$ cat config.mk
export PLATFORM = sky130hd
export DESIGN_NAME = ahb_lite_sram_slave
export DESIGN_NICKNAME = d
export VERILOG_FILES = /design/src/rtl/ahb_lite_pkg.sv /design/src/rtl/ahb_lite_strobe_gen.sv /design/src/rtl/ahb_lite_sram_slave.sv
export SDC_FILE = /design/constraint.sdc
export NUM_CORES = 1
export LEC_CHECK = 0
export BUFFER_PORTS_ARGS = -buffer_cell sky130_fd_sc_hd__buf_2
export CAP_MARGIN = 15
export CORE_MARGIN = 8
export CORE_UTILIZATION = 40
export CTS_BUF_LIST = sky130_fd_sc_hd__clkbuf_8
export DETAILED_ROUTE_END_ITERATION = 7
export REMOVE_ABC_BUFFERS = 1
export SLEW_MARGIN = 20
export SYNTH_ARGS = -nofsm -noshare
export SYNTH_HDL_FRONTEND = slang
export SYNTH_SLANG_ARGS = --single-unit
export TNS_END_PERCENT = 10
$ cat constraint.sdc
create_clock -name HCLK -period 4.62 [get_ports HCLK]
set_input_delay 0.231 -clock HCLK [delete_from_list [all_inputs] [get_ports HCLK]]
set_output_delay 0.231 -clock HCLK [all_outputs]
set_load 0.01 [all_outputs]
$ cat src/rtl/ahb_lite_pkg.sv
// ---------------------------------------------------------------------------
// ahb_lite_pkg
// Shared AHB-Lite encodings for the SRAM slave and its helpers:
//   - HTRANS transfer-type codes
//   - HSIZE transfer-size codes (only byte/half/word are supported)
//   - HRESP response codes
//   - data-phase FSM state type
// No ports; imported by ahb_lite_strobe_gen and ahb_lite_sram_slave.
// ---------------------------------------------------------------------------
package ahb_lite_pkg;

  localparam logic [1:0] HTRANS_IDLE   = 2'b00;
  localparam logic [1:0] HTRANS_BUSY   = 2'b01;
  localparam logic [1:0] HTRANS_NONSEQ = 2'b10;
  localparam logic [1:0] HTRANS_SEQ    = 2'b11;

  localparam logic [2:0] HSIZE_BYTE = 3'b000;
  localparam logic [2:0] HSIZE_HALF = 3'b001;
  localparam logic [2:0] HSIZE_WORD = 3'b010;

  localparam logic HRESP_OKAY  = 1'b0;
  localparam logic HRESP_ERROR = 1'b1;

  // ST_IDLE also hosts the completing cycle of a data phase (see active flag
  // in the top); ST_ERR1/ST_ERR2 are the two-cycle ERROR response.
  typedef enum logic [1:0] {
    ST_IDLE = 2'd0,
    ST_WAIT = 2'd1,
    ST_ERR1 = 2'd2,
    ST_ERR2 = 2'd3
  } ahb_state_e;

endpackage

$ cat src/rtl/ahb_lite_strobe_gen.sv
// ---------------------------------------------------------------------------
// ahb_lite_strobe_gen
// Turns an AHB transfer size and the two low address bits into a 4-bit
// little-endian byte-lane enable and a flag telling whether the transfer is
// legal (size <= word and address naturally aligned).
// Misaligned low bits are ignored when forming the lanes, so the lanes are
// those of the access aligned down to its size; sizes above word yield all
// four lanes.
// Ports:
//   hsize    in  3  HSIZE of the address phase
//   addr_lo  in  2  HADDR[1:0]
//   strb     out 4  byte-lane enables, bit n = byte lane n
//   align_ok out 1  1 = size supported and address aligned to it
// ---------------------------------------------------------------------------
module ahb_lite_strobe_gen (
  input  logic [2:0] hsize,
  input  logic [1:0] addr_lo,
  output logic [3:0] strb,
  output logic       align_ok
);
  import ahb_lite_pkg::*;

  // Lane decode and alignment legality per transfer size.
  always_comb begin
    strb     = 4'b1111;
    align_ok = 1'b0;
    case (hsize)
      HSIZE_BYTE: begin
        strb     = 4'b0001 << addr_lo;
        align_ok = 1'b1;
      end
      HSIZE_HALF: begin
        strb     = addr_lo[1] ? 4'b1100 : 4'b0011;
        align_ok = ~addr_lo[0];
      end
      HSIZE_WORD: begin
        strb     = 4'b1111;
        align_ok = (addr_lo == 2'b00);
      end
      default: begin
        strb     = 4'b1111;
        align_ok = 1'b0;
      end
    endcase
  end

endmodule

$ cat src/rtl/ahb_lite_sram_slave.sv
// ---------------------------------------------------------------------------
// ahb_lite_sram_slave
// AHB-Lite slave backed by a DEPTH x 32-bit register-file memory with a
// programmable number of data-phase wait states and full pipelining.
//
// Build option: define AHB_SLV_ERR_CHECK_EN to enable transfer checking
// (size <= word, natural alignment, address inside DEPTH*4 bytes); failing
// transfers get a two-cycle ERROR response and leave memory untouched.
// Without it every transfer is OKAY, addresses wrap modulo DEPTH*4, low
// address bits are aligned down and oversize transfers act as word.
//
// Parameters:
//   DEPTH        number of 32-bit words, power of 2 in 4..256
//   WAIT_STATES  HREADYOUT-low cycles per OKAY data phase, 0..15
// Ports:
//   HCLK       in  1   clock, rising edge
//   HRESETn    in  1   asynchronous active-low reset (clears memory too)
//   HSEL       in  1   slave select
//   HADDR      in  32  byte address
//   HTRANS     in  2   transfer type
//   HWRITE     in  1   1 = write
//   HSIZE      in  3   transfer size
//   HWDATA     in  32  write data (data phase)
//   HREADY     in  1   bus-wide ready
//   HRDATA     out 32  read data, non-zero only on a completing read
//   HREADYOUT  out 1   this slave's ready
//   HRESP      out 1   0 = OKAY, 1 = ERROR
// ---------------------------------------------------------------------------
module ahb_lite_sram_slave #(
  parameter int DEPTH       = 16,
  parameter int WAIT_STATES = 1
) (
  input  logic        HCLK,
  input  logic        HRESETn,
  input  logic        HSEL,
  input  logic [31:0] HADDR,
  input  logic [1:0]  HTRANS,
  input  logic        HWRITE,
  input  logic [2:0]  HSIZE,
  input  logic [31:0] HWDATA,
  input  logic        HREADY,
  output logic [31:0] HRDATA,
  output logic        HREADYOUT,
  output logic        HRESP
);
  import ahb_lite_pkg::*;

  localparam int         AW = $clog2(DEPTH);
  localparam logic [3:0] WS = 4'(WAIT_STATES);

  ahb_state_e       state_r, state_nx;
  logic [3:0]       cnt_r, cnt_nx;
  // active_r marks a pending OKAY data phase; together with ST_IDLE it
  // identifies the completing cycle.
  logic             active_r, active_nx;
  logic [AW-1:0]    dp_idx_r;
  logic             dp_write_r;
  logic [3:0]       dp_strb_r;
  logic [31:0]      mem_r [DEPTH];

  logic [3:0]       strb_s;
  logic             align_ok_s;
  logic             legal_s;
  logic             addr_phase_s;
  logic             slot_free_s;
  logic             accept_s;
  logic             complete_s;
  logic             ready_s;
  logic             resp_s;
  ahb_state_e       acc_state_s;
  logic [3:0]       acc_cnt_s;
  logic             acc_active_s;
  logic             unused_s;

  ahb_lite_strobe_gen u_strobe_gen (
    .hsize    (HSIZE),
    .addr_lo  (HADDR[1:0]),
    .strb     (strb_s),
    .align_ok (align_ok_s)
  );

`ifdef AHB_SLV_ERR_CHECK_EN
  assign legal_s     = align_ok_s & ~(|HADDR[31:AW+2]);
  assign slot_free_s = (state_r == ST_IDLE) | (state_r == ST_ERR2);
  assign unused_s    = 1'b0;
`else
  assign legal_s     = 1'b1;
  assign slot_free_s = (state_r == ST_IDLE);
  assign unused_s    = ^{HADDR[31:AW+2], align_ok_s};
`endif

  // NONSEQ/SEQ carry an address phase; IDLE/BUSY never do.
  always_comb begin
    addr_phase_s = 1'b0;
    case (HTRANS)
      HTRANS_NONSEQ, HTRANS_SEQ: addr_phase_s = 1'b1;
      HTRANS_IDLE, HTRANS_BUSY:  addr_phase_s = 1'b0;
      default:                   addr_phase_s = 1'b0;
    endcase
  end

  // slot_free_s equals HREADYOUT, so this matches the bus accept condition
  // without looping through the output decode.
  assign accept_s   = HSEL & HREADY & addr_phase_s & slot_free_s;
  assign complete_s = (state_r == ST_IDLE) & active_r;

  // Where an accepted address phase leads: wait states, straight to the
  // completing cycle, or the ERROR sequence.
  always_comb begin
    acc_state_s  = ST_IDLE;
    acc_cnt_s    = 4'd0;
    acc_active_s = 1'b0;
    if (legal_s) begin
      acc_active_s = 1'b1;
      if (WS != 4'd0) begin
        acc_state_s = ST_WAIT;
        acc_cnt_s   = WS;
      end else begin
        acc_state_s = ST_IDLE;
        acc_cnt_s   = 4'd0;
      end
    end else begin
`ifdef AHB_SLV_ERR_CHECK_EN
      acc_state_s = ST_ERR1;
`else
      acc_state_s = ST_IDLE;
`endif
      acc_cnt_s    = 4'd0;
      acc_active_s = 1'b0;
    end
  end

  // Next-state and response decode.
  always_comb begin
    state_nx  = state_r;
    cnt_nx    = cnt_r;
    active_nx = active_r;
    ready_s   = 1'b1;
    resp_s    = HRESP_OKAY;
    case (state_r)
      ST_IDLE: begin
        if (accept_s) begin
          state_nx  = acc_state_s;
          cnt_nx    = acc_cnt_s;
          active_nx = acc_active_s;
        end else begin
          state_nx  = ST_IDLE;
          cnt_nx    = 4'd0;
          active_nx = 1'b0;
        end
      end
      ST_WAIT: begin
        ready_s = 1'b0;
        // cnt_r holds the wait cycles still to come including this one.
        if (cnt_r <= 4'd1) begin
          state_nx = ST_IDLE;
          cnt_nx   = 4'd0;
        end else begin
          state_nx = ST_WAIT;
          cnt_nx   = cnt_r - 4'd1;
        end
      end
`ifdef AHB_SLV_ERR_CHECK_EN
      ST_ERR1: begin
        ready_s   = 1'b0;
        resp_s    = HRESP_ERROR;
        state_nx  = ST_ERR2;
        cnt_nx    = 4'd0;
        active_nx = 1'b0;
      end
      ST_ERR2: begin
        resp_s = HRESP_ERROR;
        if (accept_s) begin
          state_nx  = acc_state_s;
          cnt_nx    = acc_cnt_s;
          active_nx = acc_active_s;
        end else begin
          state_nx  = ST_IDLE;
          cnt_nx    = 4'd0;
          active_nx = 1'b0;
        end
      end
`endif
      default: begin
        state_nx  = ST_IDLE;
        cnt_nx    = 4'd0;
        active_nx = 1'b0;
      end
    endcase
  end

  // FSM state, wait counter and data-phase capture registers.
  always_ff @(posedge HCLK or negedge HRESETn) begin
    if (!HRESETn) begin
      state_r    <= ST_IDLE;
      cnt_r      <= 4'd0;
      active_r   <= 1'b0;
      dp_idx_r   <= '0;
      dp_write_r <= 1'b0;
      dp_strb_r  <= 4'd0;
    end else begin
      state_r  <= state_nx;
      cnt_r    <= cnt_nx;
      active_r <= active_nx;
      if (accept_s) begin
        dp_idx_r   <= HADDR[AW+1:2];
        dp_write_r <= HWRITE;
        dp_strb_r  <= strb_s;
      end
    end
  end

  // Memory array; writes land only on the completing cycle so an aborted or
  // erroring transfer never alters contents.
  always_ff @(posedge HCLK or negedge HRESETn) begin
    if (!HRESETn) begin
      for (int i = 0; i < DEPTH; i++) begin
        mem_r[i] <= 32'd0;
      end
    end else if (complete_s && dp_write_r) begin
      for (int b = 0; b < 4; b++) begin
        if (dp_strb_r[b]) begin
          mem_r[dp_idx_r][8*b +: 8] <= HWDATA[8*b +: 8];
        end
      end
    end
  end

  assign HRDATA    = (complete_s && !dp_write_r) ? mem_r[dp_idx_r] : 32'd0;
  assign HREADYOUT = ready_s;
  assign HRESP     = resp_s;

endmodule

==> metrics, run 1 <==
crit start category register; synthesized flop and latch total 527; top-area cell type share of the netlist area 54.76%; Placed Cells incl. Taps between 2,000 and 2,500; Worst-Margin Slew around 1.1 ns; WS Path Type register to output pin; Period minus WS final 3.551 ns; I/O pin total 108; Min-Delay Path Class primary input to register; WP data arrival 3.32 ns; floorplan core area about 60,000 µm²; R2R Path Start dp_idx_r[1]$_DFFE_PN0P_; Mapped Cells 1,528; Final Instance Area between 20,000 and 30,000 µm²; register area share after synthesis 54.76%; register area between 10,000 and 15,000 µm²; synth warn 0; Critical Path RT 4.39 ns; Cell Area, Placed 25,210 µm²; status complete, no violations; worst-case vdd ir drop 0.2152 mV; PwrDens about 410 nW/µm²; initial core utilization roughly two fifths; CTS Buffer Depth 3; final clock skew 0.02973 ns; DR vias/cell 5.534; Clock Latency Late Sink 0.67 ns; Synth cell types 38; max-cap viol count 0; R2R cell count 3; clk root buf clkbuf_8; Avg Synthesized Cell Area 15.76 µm²; final setup TNS 0 ns; Worst path slowest cell dfrtp_4; CTS buffer count 89; Worst-path clk slew around 0.060 ns; DP Wirelength ~35,000 µm; # diodes 0; Initial DRC Count 789; antenna viol nets, final 0; Max Fanout on Critical Path 54; Layout area overhead 13.72%; synthesized cell area around 24,000 µm²; slowest stage delay, CP 1.03 ns; crit path launch dp_idx_r[1]$_DFFE_PN0P_; P_leak about 12 nW; GP Congestion ~0.75; Pwr Total 11.29 mW; reg-to-reg endpoint mem_r[190]$_DFFE_PN0P_; final setup fails 0; htree depth 3; Nets between 1,500 and 2,000; drt pass-1 iters 4; Die Width 261.4 µm; CTS tree built; row cnt 90; Multi-input gate area 10,430 µm²; Total GRT Usage 17.66%; vias in the first global route 15,075; first-pass GRT wire length 91,830 µm; pin count of the biggest net entering global routing 132; antenna violations before repair 0; IO Port Bufs just under 80; synth top area cells dfrtp_1 (55%), mux2_2 (24%), mux4_2 (12%); Tcrit/Tclk final 76.87%; global route overflow 0; drt wl/cell 23.62 µm; Fin Hold WS roughly 0.045 ns; fin cells 2,487; clock sinks 527; vias post-DR 13,762; post-synth top area cell dfrtp_1; fillcell total between 5,000 and 6,000; Slew Limit Fails 0; Residual DRC 0; crit path cell chain buf_4 -> mux4_2 -> mux2i_1 -> o211ai_1 -> buf_2; Final Hold Fails 0; Peak Freq 0.2816 GHz; Die Y 261.4 µm; Crit. End Element output pin; Critical Path Sink HRDATA[29]; share of layout cells above drive strength 1 between 50% and 60%; DRT Wirelength between 50,000 and 60,000 µm; RSZ-0062 raised after global routing false; R2R setup slack 1.57 ns; max_slew headroom 28.23%; die area 68,310 µm²
-- state kept, by name, summed over array words and instances, names as in the netlist --
signal	cells
dp_strb_r	4
active_r	1
cnt_r	4
dp_write_r	1
state_r	1
mem_r	512
dp_idx_r	4
-- layer usage --
metal	part of all wire (%)	track usage, %	vias up
met5	0	0	-
met3	5.7	4.393	96
met4	3.2	7.097	0
li1	-	-	5992
met1	44	23.59	7368
met2	47	27.52	306
-- cell usage after synthesis --
cell type / count
o21ai_0: 5
nor3b_1: 1
nand3_1: 65
nand4_4: 1
ha_1: 2
and4b_1: 4
conb_1: 1
and2_1: 1
nand2_2: 8
dfrtp_1: 527
nor4bb_1: 4
mux2_2: 505
buf_4: 7
nor2_4: 4
nor4_2: 1
mux2_1: 15
clkbuf_1: 57
nor3_1: 1
a21oi_1: 1
buf_1: 1
xnor2_1: 2
nor2_2: 16
o211ai_1: 32
buf_6: 1
nor2_1: 7
nand4b_2: 1
inv_1: 4
nand4b_1: 7
nor2b_1: 2
nand2_1: 39
a21o_1: 1
and4bb_2: 2
nand4b_4: 1
mux4_2: 128
o31ai_1: 1
mux2i_1: 32
nor4b_2: 4
buf_2: 37
-- placed cells by master, fill, tap and decap left out, types with 2 or more instances in the layout --
| cell type | count |
|---|---|
| clkinvlp_4 | 2 |
| nor4b_2 | 4 |
| buf_4 | 8 |
| o211ai_1 | 32 |
| dfrtp_1 | 524 |
| nor2_4 | 4 |
| mux4_2 | 128 |
| buf_2 | 78 |
| xnor2_1 | 2 |
| and4b_1 | 4 |
| nand3_1 | 64 |
| o21ai_0 | 5 |
| and4bb_2 | 2 |
| nor2_2 | 16 |
| mux2_1 | 15 |
| buf_12 | 6 |
| nor2_1 | 7 |
| clkbuf_8 | 120 |
| mux2i_1 | 32 |
| nand2_1 | 39 |
| nand2_2 | 8 |
| ha_1 | 2 |
| dlygate4sd3_1 | 33 |
| nand4b_1 | 7 |
| clkinv_2 | 6 |
| bufinv_16 | 2 |
| nor4bb_1 | 4 |
| inv_1 | 28 |
| mux2_2 | 505 |
| dfrtp_4 | 3 |
-- area by class of cell --
type,instances,area share (%)
sequential,527,48.19
multi-input combinational,894,38.09
clock buffer,120,6.030
tap,782,3.573
timing repair buffer,126,3.344
clock inverter,34,0.7127
inverter,4,0.05482
-- where the power goes --
group / internal (mW) / total (mW) / switching (mW)
combinational: 0.946 / 1.77 / 0.829
clock: 2.41 / 4.26 / 1.85
sequential: 4.98 / 5.26 / 0.281
total: 8.33 / 11.3 / 2.96
-- critical path, delay by kind of cell (launching register included) --
family	cells	cell delay, ns
flip-flops	1	1.03
buffers and inverters	2	0.81
multiplexers	2	0.60
AO/OA/AOI/OAI	1	0.16
-- kinds of logic (layout without fill, tap and decap cells) --
group,count (synthesis),in the layout,synth area share [%]
flops,527,527,54.76
fa+ha+maj,2,2,0.1039
buf+inv,107,284,2.000
xor+xnor,2,2,0.07275
mux,680,680,37.61
other cells,1,1,0.01557
simple gates,169,169,4.250
compound gates,40,40,1.185
-- repair_timing --
item	in CTS	in global routing
gates resized for setup	0	0
buffers inserted	0	0
hold endpoints to repair	354	0
hold buffers	33	0
-- through the flow --
stage | worst slack (ns) | util (%)
2_1_floorplan | -2.530 | -
3_3_place_gp | 1.564 | 42.08
3_5_place_dp | 1.536 | 42.08
4_1_cts | 1.009 | 45.72
5_1_grt | 0.9209 | 45.72
6_report | 1.069 | 45.72
-- worst min path at each step --
stage                    start                     end  depth (start not counted)
floorplan              HRESETn    active_r$_DFFE_PN0N_                          0
global placement       HRESETn   mem_r[36]$_DFFE_PN0P_                          1
detailed placement     HRESETn    mem_r[4]$_DFFE_PN0P_                          1
CTS                  HWDATA[5]  mem_r[229]$_DFFE_PN0P_                          2
global route         HWDATA[0]   mem_r[64]$_DFFE_PN0P_                          2
finish              HWDATA[25]   mem_r[57]$_DFFE_PN0P_                          2
(Power assumes the default switching activity.)
==> run 2: changes to the inputs <==
clock period = 3.1 ns   (was 4.62 ns; I/O delays follow)
==> run 2 against run 1 <==
Combinational power increased by 62%; final area increased by 1.4%; highest routed layer unchanged; flip-flop and latch count unchanged; largest power group unchanged; worst setup slack got worse by 0.96 ns.
==> metrics, run 2 (synthesized netlist as in run 1, its figures left out) <==
CTS buffer count 90 (was 89); Peak Freq 0.3338 GHz; Slew Limit Fails 0 (unchanged); pin count of the biggest net entering global routing 89 (was 132); vias in the first global route 15,252 (was 15,075); Net Sw Frac 26.49% (was 26.21%); Layout area overhead 15.33% (was 13.72%); clk root buf clkbuf_8 (unchanged); combinational power share 17.2% (was 15.7%); share of layout cells above drive strength 1 52.94% (was 52.84%); Clock power frac 36.2% (was 37.7%); WP data arrival 3.53 ns (was 3.32 ns); GP Congestion 0.7351 (was 0.7457); WS Path Type register to register (was register to output pin); Crit. End Element register (was output pin); most frequent cells in the layout dfrtp_1 (524), mux2_2 (505), mux4_2 (128) (unchanged); DR vias/cell 5.485 (was 5.534); Max Fanout on Critical Path 13 (was 54); Biggest register mem_r (unchanged); I/O pin total 108 (unchanged); drt wl/cell 23.47 µm (was 23.62 µm); Fin Hold WS 0.1107 ns (was 0.04473 ns); sequential share of power 46.6% (about the same); Multi-input gate area 10,440 µm² (was 10,430 µm²); fillcell total 5,251 (was 5,317); floorplan core area 59,910 µm² (unchanged); antenna viol nets, final 0 (unchanged); Total GRT Usage 17.89% (was 17.66%); Period minus WS final 2.996 ns; final setup fails 0 (unchanged); DRT Wirelength 59,480 µm (was 58,730 µm); initial core utilization 40.20% (unchanged); P_int 12.28 mW (was 8.332 mW); drt pass-1 iters 5 (was 4); final setup TNS 0 ns (unchanged); crit start category register (unchanged); CTS tree built (unchanged); Placed Cells incl. Taps 2,323 (was 2,300); Clock Latency Late Sink 0.66 ns (was 0.67 ns); RSZ-0062 raised after global routing false (unchanged); worst-case vdd ir drop 0.2763 mV (was 0.2152 mV); fin cells 2,534 (was 2,487); register area 13,200 µm² (unchanged); Final Hold Fails 0 (unchanged); DP Wirelength 36,350 µm (was 35,270 µm); antenna violations before repair 0 (unchanged); status complete, no violations (unchanged); row cnt 90 (unchanged); number of flip-flops under the largest register name 512 (unchanged); Tcrit/Tclk final 96.64%; CTS Buffer Depth 3 (unchanged); max-cap viol count 0 (unchanged); Nets 1,762 (was 1,718); Initial DRC Count 741 (was 789); Worst-path clk slew 0.06 ns (about the same); PwrDens 601.4 nW/µm² (was 412.2 nW/µm²); P_leak 12.05 nW (was 11.83 nW); Die Width 261.4 µm (unchanged); Pwr Total 16.70 mW (was 11.29 mW); Residual DRC 0 (unchanged); Sw Pwr 4.425 mW (was 2.959 mW); Worst-Margin Slew 1.052 ns (was 1.077 ns); Finished Core Util 46.36% (was 45.72%); vias post-DR 13,899 (was 13,762); first-pass GRT wire length 93,100 µm (was 91,830 µm); IO Port Bufs 79 (unchanged); Die Y 261.4 µm (unchanged); leading cell type in the layout, fill and taps excluded dfrtp_1 (unchanged); max_slew headroom 28.91% (was 28.23%); htree depth 3 (unchanged); Critical Path RT 3.63 ns (was 4.39 ns); global route overflow 0 (unchanged); die area 68,310 µm² (unchanged); Min-Delay Path Class primary input to async pin (was primary input to register); final clock skew 0.02899 ns (was 0.02973 ns); clock sinks 527 (unchanged)
==> run 2: final timing paths <==
kind / startpoint / end / slack, ns / cells past startpoint
min in group HCLK: HWRITE / dp_write_r$_DFFE_PN0P_ / 0.25 / 3
hold / removal: HRESETn / mem_r[68]$_DFFE_PN0P_ / 0.11 / 2
setup reg to reg: dp_idx_r[2]$_DFFE_PN0P_ / mem_r[127]$_DFFE_PN0P_ / 0.10 / 4
hold reg to reg: mem_r[13]$_DFFE_PN0P_ / mem_r[13]$_DFFE_PN0P_ / 0.49 / 1
max in group asynchronous: HRESETn / mem_r[489]$_DFFE_PN0P_ / 1.92 / 4
setup / recovery: dp_idx_r[2]$_DFFE_PN0P_ / mem_r[127]$_DFFE_PN0P_ / 0.10 / 4
==> run 2: power by group through the flow <==
stage	Sequential (mW)	Clock (mW)	Combinational [mW]
after floorplan	8.04	0	1.89
after global placement	7.89	0	2.74
after detailed placement	7.93	0	2.79
after CTS	7.80	6.26	2.88
after global routing	7.86	6.60	3.09
final	7.79	6.05	2.86
==> run 2: final cells by class <==
class	count	share of cell area, %
Tap cell	782	3.523
Clock inverter	41	0.6126
Sequential cell	527	47.52
Inverter	4	0.05406
Multi-Input combinational cell	894	37.57
Timing Repair Buffer	169	4.960
Antenna cell	1	0.009009
Clock buffer	116	5.748
==> run 2: per-stage QoR <==
step                      setup WS, ns  area, µm²
final                           0.1041      27780
after global routing           0.02813      27770
after CTS                     -0.06348      27730
after detailed placement        0.2513      25470
after global placement          0.2928      25470
after floorplan                 -4.050      23620
==> run 2: critical path, cell delays in order, from the launching register on <==
cell and delay [ns]:
dfrtp_1 0.67, buf_4 0.25, nor4bb_1 0.90, nand2_1 0.58, mux2_1 0.46
==> run 2: routing by layer <==
metal / wire length, µm / vias up / GRT usage, %
li1: - / 6065 / -
met1: 26370 / 7452 / 23.92
met2: 28590 / 305 / 29.00
met3: 3264 / 77 / 3.844
met4: 1249 / 0 / 5.731
met5: 0 / - / 0
==> run 2: what timing repair did <==
item | 4_1_cts | 5_1_grt
endpoints found under the setup margin | 15 | 13
endpoints found under the hold margin | 594 | 0
hold buffers | 46 | 0
resized for setup | 4 | 0
buffers inserted | 1 | 6
